File: src/rtl/bus_address_unit.sv
// rtl/bus_address_unit.sv - segmented bus address unit running a T1..T4 memory cycle
//
// Purpose: forms a 20-bit physical address from segment:offset and runs one
// memory bus cycle (T1 address latch, T2 strobe, T3 wait/ready, T4 finish)
// with a bounded number of wait states.
//
// Ports:
//   clk, rst            clock, synchronous active-high reset
//   start, rw           cycle request (sampled in IDLE), 0 = read, 1 = write
//   segment, offset     address inputs, sampled with start
//   wdata               write data, sampled with start
//   mem_ready           memory ready, sampled in T3 only
//   mem_rdata           memory read data, captured on a ready read in T3
//   addr                physical address, held from T1 and kept in IDLE
//   ale                 address latch enable (T1)
//   mem_rd, mem_wr      read / write strobes (T2, T3)
//   mem_wdata           write data while mem_wr, otherwise 0
//   rdata               last captured read data
//   busy                cycle in progress (T1..T4)
//   done, err           one-cycle completion pulse and its timeout flag

module bus_address_unit #(
  parameter int unsigned MAX_WAIT = 15
) (
  input  logic        clk,
  input  logic        rst,
  input  logic        start,
  input  logic        rw,
  input  logic [15:0] segment,
  input  logic [15:0] offset,
  input  logic [15:0] wdata,
  input  logic        mem_ready,
  input  logic [15:0] mem_rdata,
  output logic [19:0] addr,
  output logic        ale,
  output logic        mem_rd,
  output logic        mem_wr,
  output logic [15:0] mem_wdata,
  output logic [15:0] rdata,
  output logic        busy,
  output logic        done,
  output logic        err
);

  typedef enum logic [2:0] {IDLE, T1, T2, T3, T4} state_t;

  localparam logic [7:0] MAX_WAIT_C = 8'(MAX_WAIT);

  state_t      state;
  logic        rw_q;
  logic [15:0] wdata_q;
  logic [7:0]  wait_cnt;
  logic [19:0] phys_addr;

  // 20-bit sum: the carry out of bit 19 falls off, giving the real-mode wrap.
  assign phys_addr = {segment, 4'h0} + {4'h0, offset};

  always_ff @(posedge clk) begin
    if (rst) begin
      state     <= IDLE;
      rw_q      <= 1'b0;
      wdata_q   <= 16'h0;
      wait_cnt  <= 8'h0;
      addr      <= 20'h0;
      ale       <= 1'b0;
      mem_rd    <= 1'b0;
      mem_wr    <= 1'b0;
      mem_wdata <= 16'h0;
      rdata     <= 16'h0;
      busy      <= 1'b0;
      done      <= 1'b0;
      err       <= 1'b0;
    end else begin
      case (state)
        IDLE: begin
          if (start) begin
            addr     <= phys_addr;
            rw_q     <= rw;
            wdata_q  <= wdata;
            wait_cnt <= 8'h0;
            ale      <= 1'b1;
            busy     <= 1'b1;
            state    <= T1;
          end
        end
        T1: begin
          // Outputs are registered, so the T2 strobes are set on the way out of T1.
          ale       <= 1'b0;
          mem_rd    <= ~rw_q;
          mem_wr    <= rw_q;
          mem_wdata <= rw_q ? wdata_q : 16'h0;
          state     <= T2;
        end
        T2: begin
          state <= T3;
        end
        T3: begin
          if (mem_ready || (wait_cnt == MAX_WAIT_C)) begin
            if (mem_ready && !rw_q) begin
              rdata <= mem_rdata;
            end
            err       <= ~mem_ready;
            mem_rd    <= 1'b0;
            mem_wr    <= 1'b0;
            mem_wdata <= 16'h0;
            done      <= 1'b1;
            state     <= T4;
          end else begin
            wait_cnt <= wait_cnt + 8'd1;
          end
        end
        T4: begin
          done  <= 1'b0;
          err   <= 1'b0;
          busy  <= 1'b0;
          state <= IDLE;
        end
        default: begin
          state <= IDLE;
        end
      endcase
    end
  end

endmodule

File: config.mk
export PLATFORM = sky130hd
export DESIGN_NAME = bus_address_unit
export DESIGN_NICKNAME = d
export VERILOG_FILES = /design/src/rtl/bus_address_unit.sv
export SDC_FILE = /design/constraint.sdc
export NUM_CORES = 1
export LEC_CHECK = 0
export CAP_MARGIN = 20
export CORE_ASPECT_RATIO = 0.5
export CORE_MARGIN = 1
export CORE_UTILIZATION = 46
export DETAILED_ROUTE_END_ITERATION = 12
export PLACE_DENSITY_LB_ADDON = 0.1
export SYNTH_ARGS = -nofsm -noshare
export SYNTH_HDL_FRONTEND = slang
export SYNTH_SLANG_ARGS = --single-unit
File: constraint.sdc
create_clock -name clk -period 2.45 [get_ports clk]
set_clock_uncertainty 0.1 [all_clocks]
set_input_delay 0.245 -clock clk [delete_from_list [all_inputs] [get_ports clk]]
set_output_delay 0.245 -clock clk [all_outputs]
set_load 0.02 [all_outputs]
==> impl_metrics.json, run 1 <==
{
  "clock_latency_ns": 0.34,
  "area_growth_pct": 45.4,
  "firstDrtPassIters": 6,
  "die_area_sq_mm": 0.00864,
  "hold_class": "in2reg",
  "min-delay-start": "rst",
  "end_kind": "register",
  "critical_path.max_stage_delay_ns": 0.46,
  "arrival_ns": 2.24,
  "syn-num-nets": 538,
  "timing.final.crit_share": 0.865,
  "startpoint_type": "primary input",
  "synth_edf_count": 0,
  "cp.buffers_inverters": 1,
  "grt_usage": 0.231,
  "antenna_found_initial": 0,
  "switching_share": 0.275,
  "num_rows": 22,
  "peakVddDrop_mv": 0.370,
  "cp_slowest_cell": "clkdlybuf4s50_1",
  "cp.required_ns": 2.57,
  "tritoncts": "built",
  "port_buffers": 126,
  "finish.net_count": 673,
  "cts.clk_slew.worst_paths_ns": 0.06,
  "timing.final.crit_period_ns": 2.12,
  "fmax_mhz": 472,
  "synth_seq_cells": 86,
  "die_w_um": 130,
  "syn-cell-area_sq_mm": 0.00380,
  "clk_path_buf_depth": 2,
  "via_count": 3694,
  "synth_top_area_cell": "dfxtp_1",
  "ctsRootBufferMaster": "clkbuf_16",
  "switchingPower_w": 0.000963,
  "gr-total-overflow": 0,
  "synth_async_sr_flop_share": 0,
  "worst_path_most_repeated_cell": "a21o_1",
  "grt_max_degree": 40,
  "clock_power_share": 0.369,
  "grt_pass1_wl_mm": 15.6,
  "fin_setup_tns_ns": 0,
  "drv_slew": 0,
  "dp_hpwl_mm": 6.77,
  "post_drt_wl_per_cell_um": 13.4,
  "worstSetupPathType": "in2reg",
  "worst_slack_ns": 0.330,
  "cts_buffers": 9,
  "setup_viol": 0,
  "synth.distinct_cells": 46,
  "final_antenna_net_count": 0,
  "totalWireLength_mm": 9.42,
  "drc_errors": 0,
  "max_slew_margin": 0.581,
  "layout_commonest_cell": "clkdlybuf4s50_1",
  "hold_depth": 2,
  "post-place-ws_ns": -0.00563,
  "status": "finished clean",
  "core_sq_mm": 0.00765,
  "r2r-start": "state[0]$_SDFFE_PP0P_",
  "mostFrequentLayoutCells": "clkdlybuf4s50_1, nand2_1, dfxtp_1",
  "num-fill-cells": 598,
  "hold_viol": 0,
  "fp.dieH_um": 66.2,
  "yosysSeqAreaShare": 0.454,
  "drive_above_1_share": 0.0790,
  "rsz0062_at_grt": "false",
  "synthesis.instances": 455,
  "maxCapViolCount": 0,
  "power_leakage_nw": 2.05,
  "yosysWarningCount": 0,
  "synth_top_area_frac": 0.454,
  "rr_endpoint": "addr[7]$_SDFFE_PP0P_",
  "synth_top_flop_cell": "dfxtp_1",
  "clock-sinks": 86,
  "crit_chain": "clkdlybuf4s50_1 > ha_1 > fa_1 > a21o_1 > nand4_1 > a21o_1 > a21oi_1 > mux2_2",
  "ios": 127,
  "post_cts_buffers": 0,
  "diodes": 0,
  "grt_pass1_vias": 3498,
  "critical_path.top_delay_family": "compound AO/OA/AOI/OAI gates",
  "htreeDepth": 3,
  "drtIter0Drc": 162,
  "initial_core_util": 0.496,
  "synth.avg_cell_area_sq_um": 8.34,
  "reg2regPathDepth": 3,
  "vias_per_cell": 5.25,
  "p_comb_frac": 0.197,
  "r2r_setup_slack_ns": 0.58,
  "place.gp.congestion": 0.830,
  "seqPwrFrac": 0.434,
  "synth.area.top_cells": "dfxtp_1, nand2_1, a21oi_1",
  "worst_pin_slew_ns": 0.629,
  "ctsResizeCount": 0,
  "internal-power_w": 0.00254,
  "path_max_fanout": 5,
  "powerDensity_mw_per_mm2": 634,
  "holdPathEnd": "wait_cnt[1]$_SDFFE_PP0P_",
  "cts_hold_buf": 0
}
## state kept, by name, indices dropped and copies added (netlist names), 3 cells and up
signal / cells
rdata: 16
addr: 20
state: 3
wdata_q: 16
mem_wdata: 16
wait_cnt: 8
## stage by stage
stage | cells | power, W | area (sq um) | utilization | hold slack (ns)
2_1_floorplan | 455 | 0.00193 | 3800 | - | 0.281
3_3_place_gp | 687 | 0.00223 | 5230 | 0.683 | 0.338
3_5_place_dp | 687 | 0.00224 | 5230 | 0.683 | 0.341
4_1_cts | 703 | 0.00353 | 5520 | 0.721 | 0.242
5_1_grt | 703 | 0.00367 | 5520 | 0.721 | 0.289
6_report | 703 | 0.00350 | 5520 | 0.721 | 0.251
## per-layer routing
metal,vias to the layer above,share of wire,GRT usage
met2,111,0.47,0.418
met5,-,0,0
li1,1877,-,-
met1,1697,0.44,0.270
met3,9,0.071,0.0534
met4,0,0.0097,0.0805
## cell families (layout without fill, tap and decap cells)
family	Yosys count	after routing	synth area share
mux	4	4	0.0112
xor+xnor	12	12	0.0277
compound gates	121	121	0.201
simple gates	189	189	0.221
fa+ha+maj	14	14	0.0481
buf+inv	29	169	0.0376
flops	86	86	0.454
## power groups by stage
stage	Sequential [W]	Combinational [W]	Clock (W)
global placement	0.00155	0.000682	0
finish	0.00152	0.000688	0.00129
global route	0.00153	0.000756	0.00138
CTS	0.00152	0.000692	0.00132
floorplan	0.00160	0.000328	0
detailed placement	0.00155	0.000686	0
## synthesized netlist by cell type (6+ instances only)
master and instances:
nand3b_1 7, nand3_1 10, dfxtp_1 86, xor2_1 10, nand2_1 97, buf_2 6
a21oi_1 62, ha_1 13, a21o_1 8, nand4_1 6, clkbuf_1 14, a211oi_1 6
nor3_1 6, nor2_1 45, a22oi_1 16, o21ai_0 11
## worst max-delay path by stage
| stage | endpoint | cells past startpoint | startpoint |
|---|---|---|---|
| global route | addr[17]$_SDFFE_PP0P_ | 8 | offset[12] |
| detailed placement | addr[17]$_SDFFE_PP0P_ | 6 | offset[10] |
| global placement | addr[17]$_SDFFE_PP0P_ | 6 | offset[10] |
| finish | addr[18]$_SDFFE_PP0P_ | 8 | offset[4] |
| CTS | addr[18]$_SDFFE_PP0P_ | 8 | offset[4] |
| floorplan | addr[17]$_SDFFE_PP0P_ | 6 | offset[12] |
## area by class of cell
class,count,area (sq um),share of cell area
Multi-Input combinational cell,340,1930,0.350
Tap cell,108,135,0.0245
Clock inverter,6,51.3,0.00929
Inverter,5,18.8,0.00340
Sequential cell,86,1720,0.312
Timing Repair Buffer,148,1420,0.258
Clock buffer,10,239,0.0433
No activity file was read; power rests on OpenSTA's default activity.
==> run 2, diff against run 1 <==
--- a/config.mk
+++ b/config.mk
@@ -11,6 +11,7 @@
 export CORE_UTILIZATION = 46
 export DETAILED_ROUTE_END_ITERATION = 12
 export PLACE_DENSITY_LB_ADDON = 0.1
+export SLEW_MARGIN = 20
 export SYNTH_ARGS = -nofsm -noshare
 export SYNTH_HDL_FRONTEND = slang
 export SYNTH_SLANG_ARGS = --single-unit
==> results of run 2 <==
Final layout, timing and power as in run 1 (identical DEF).
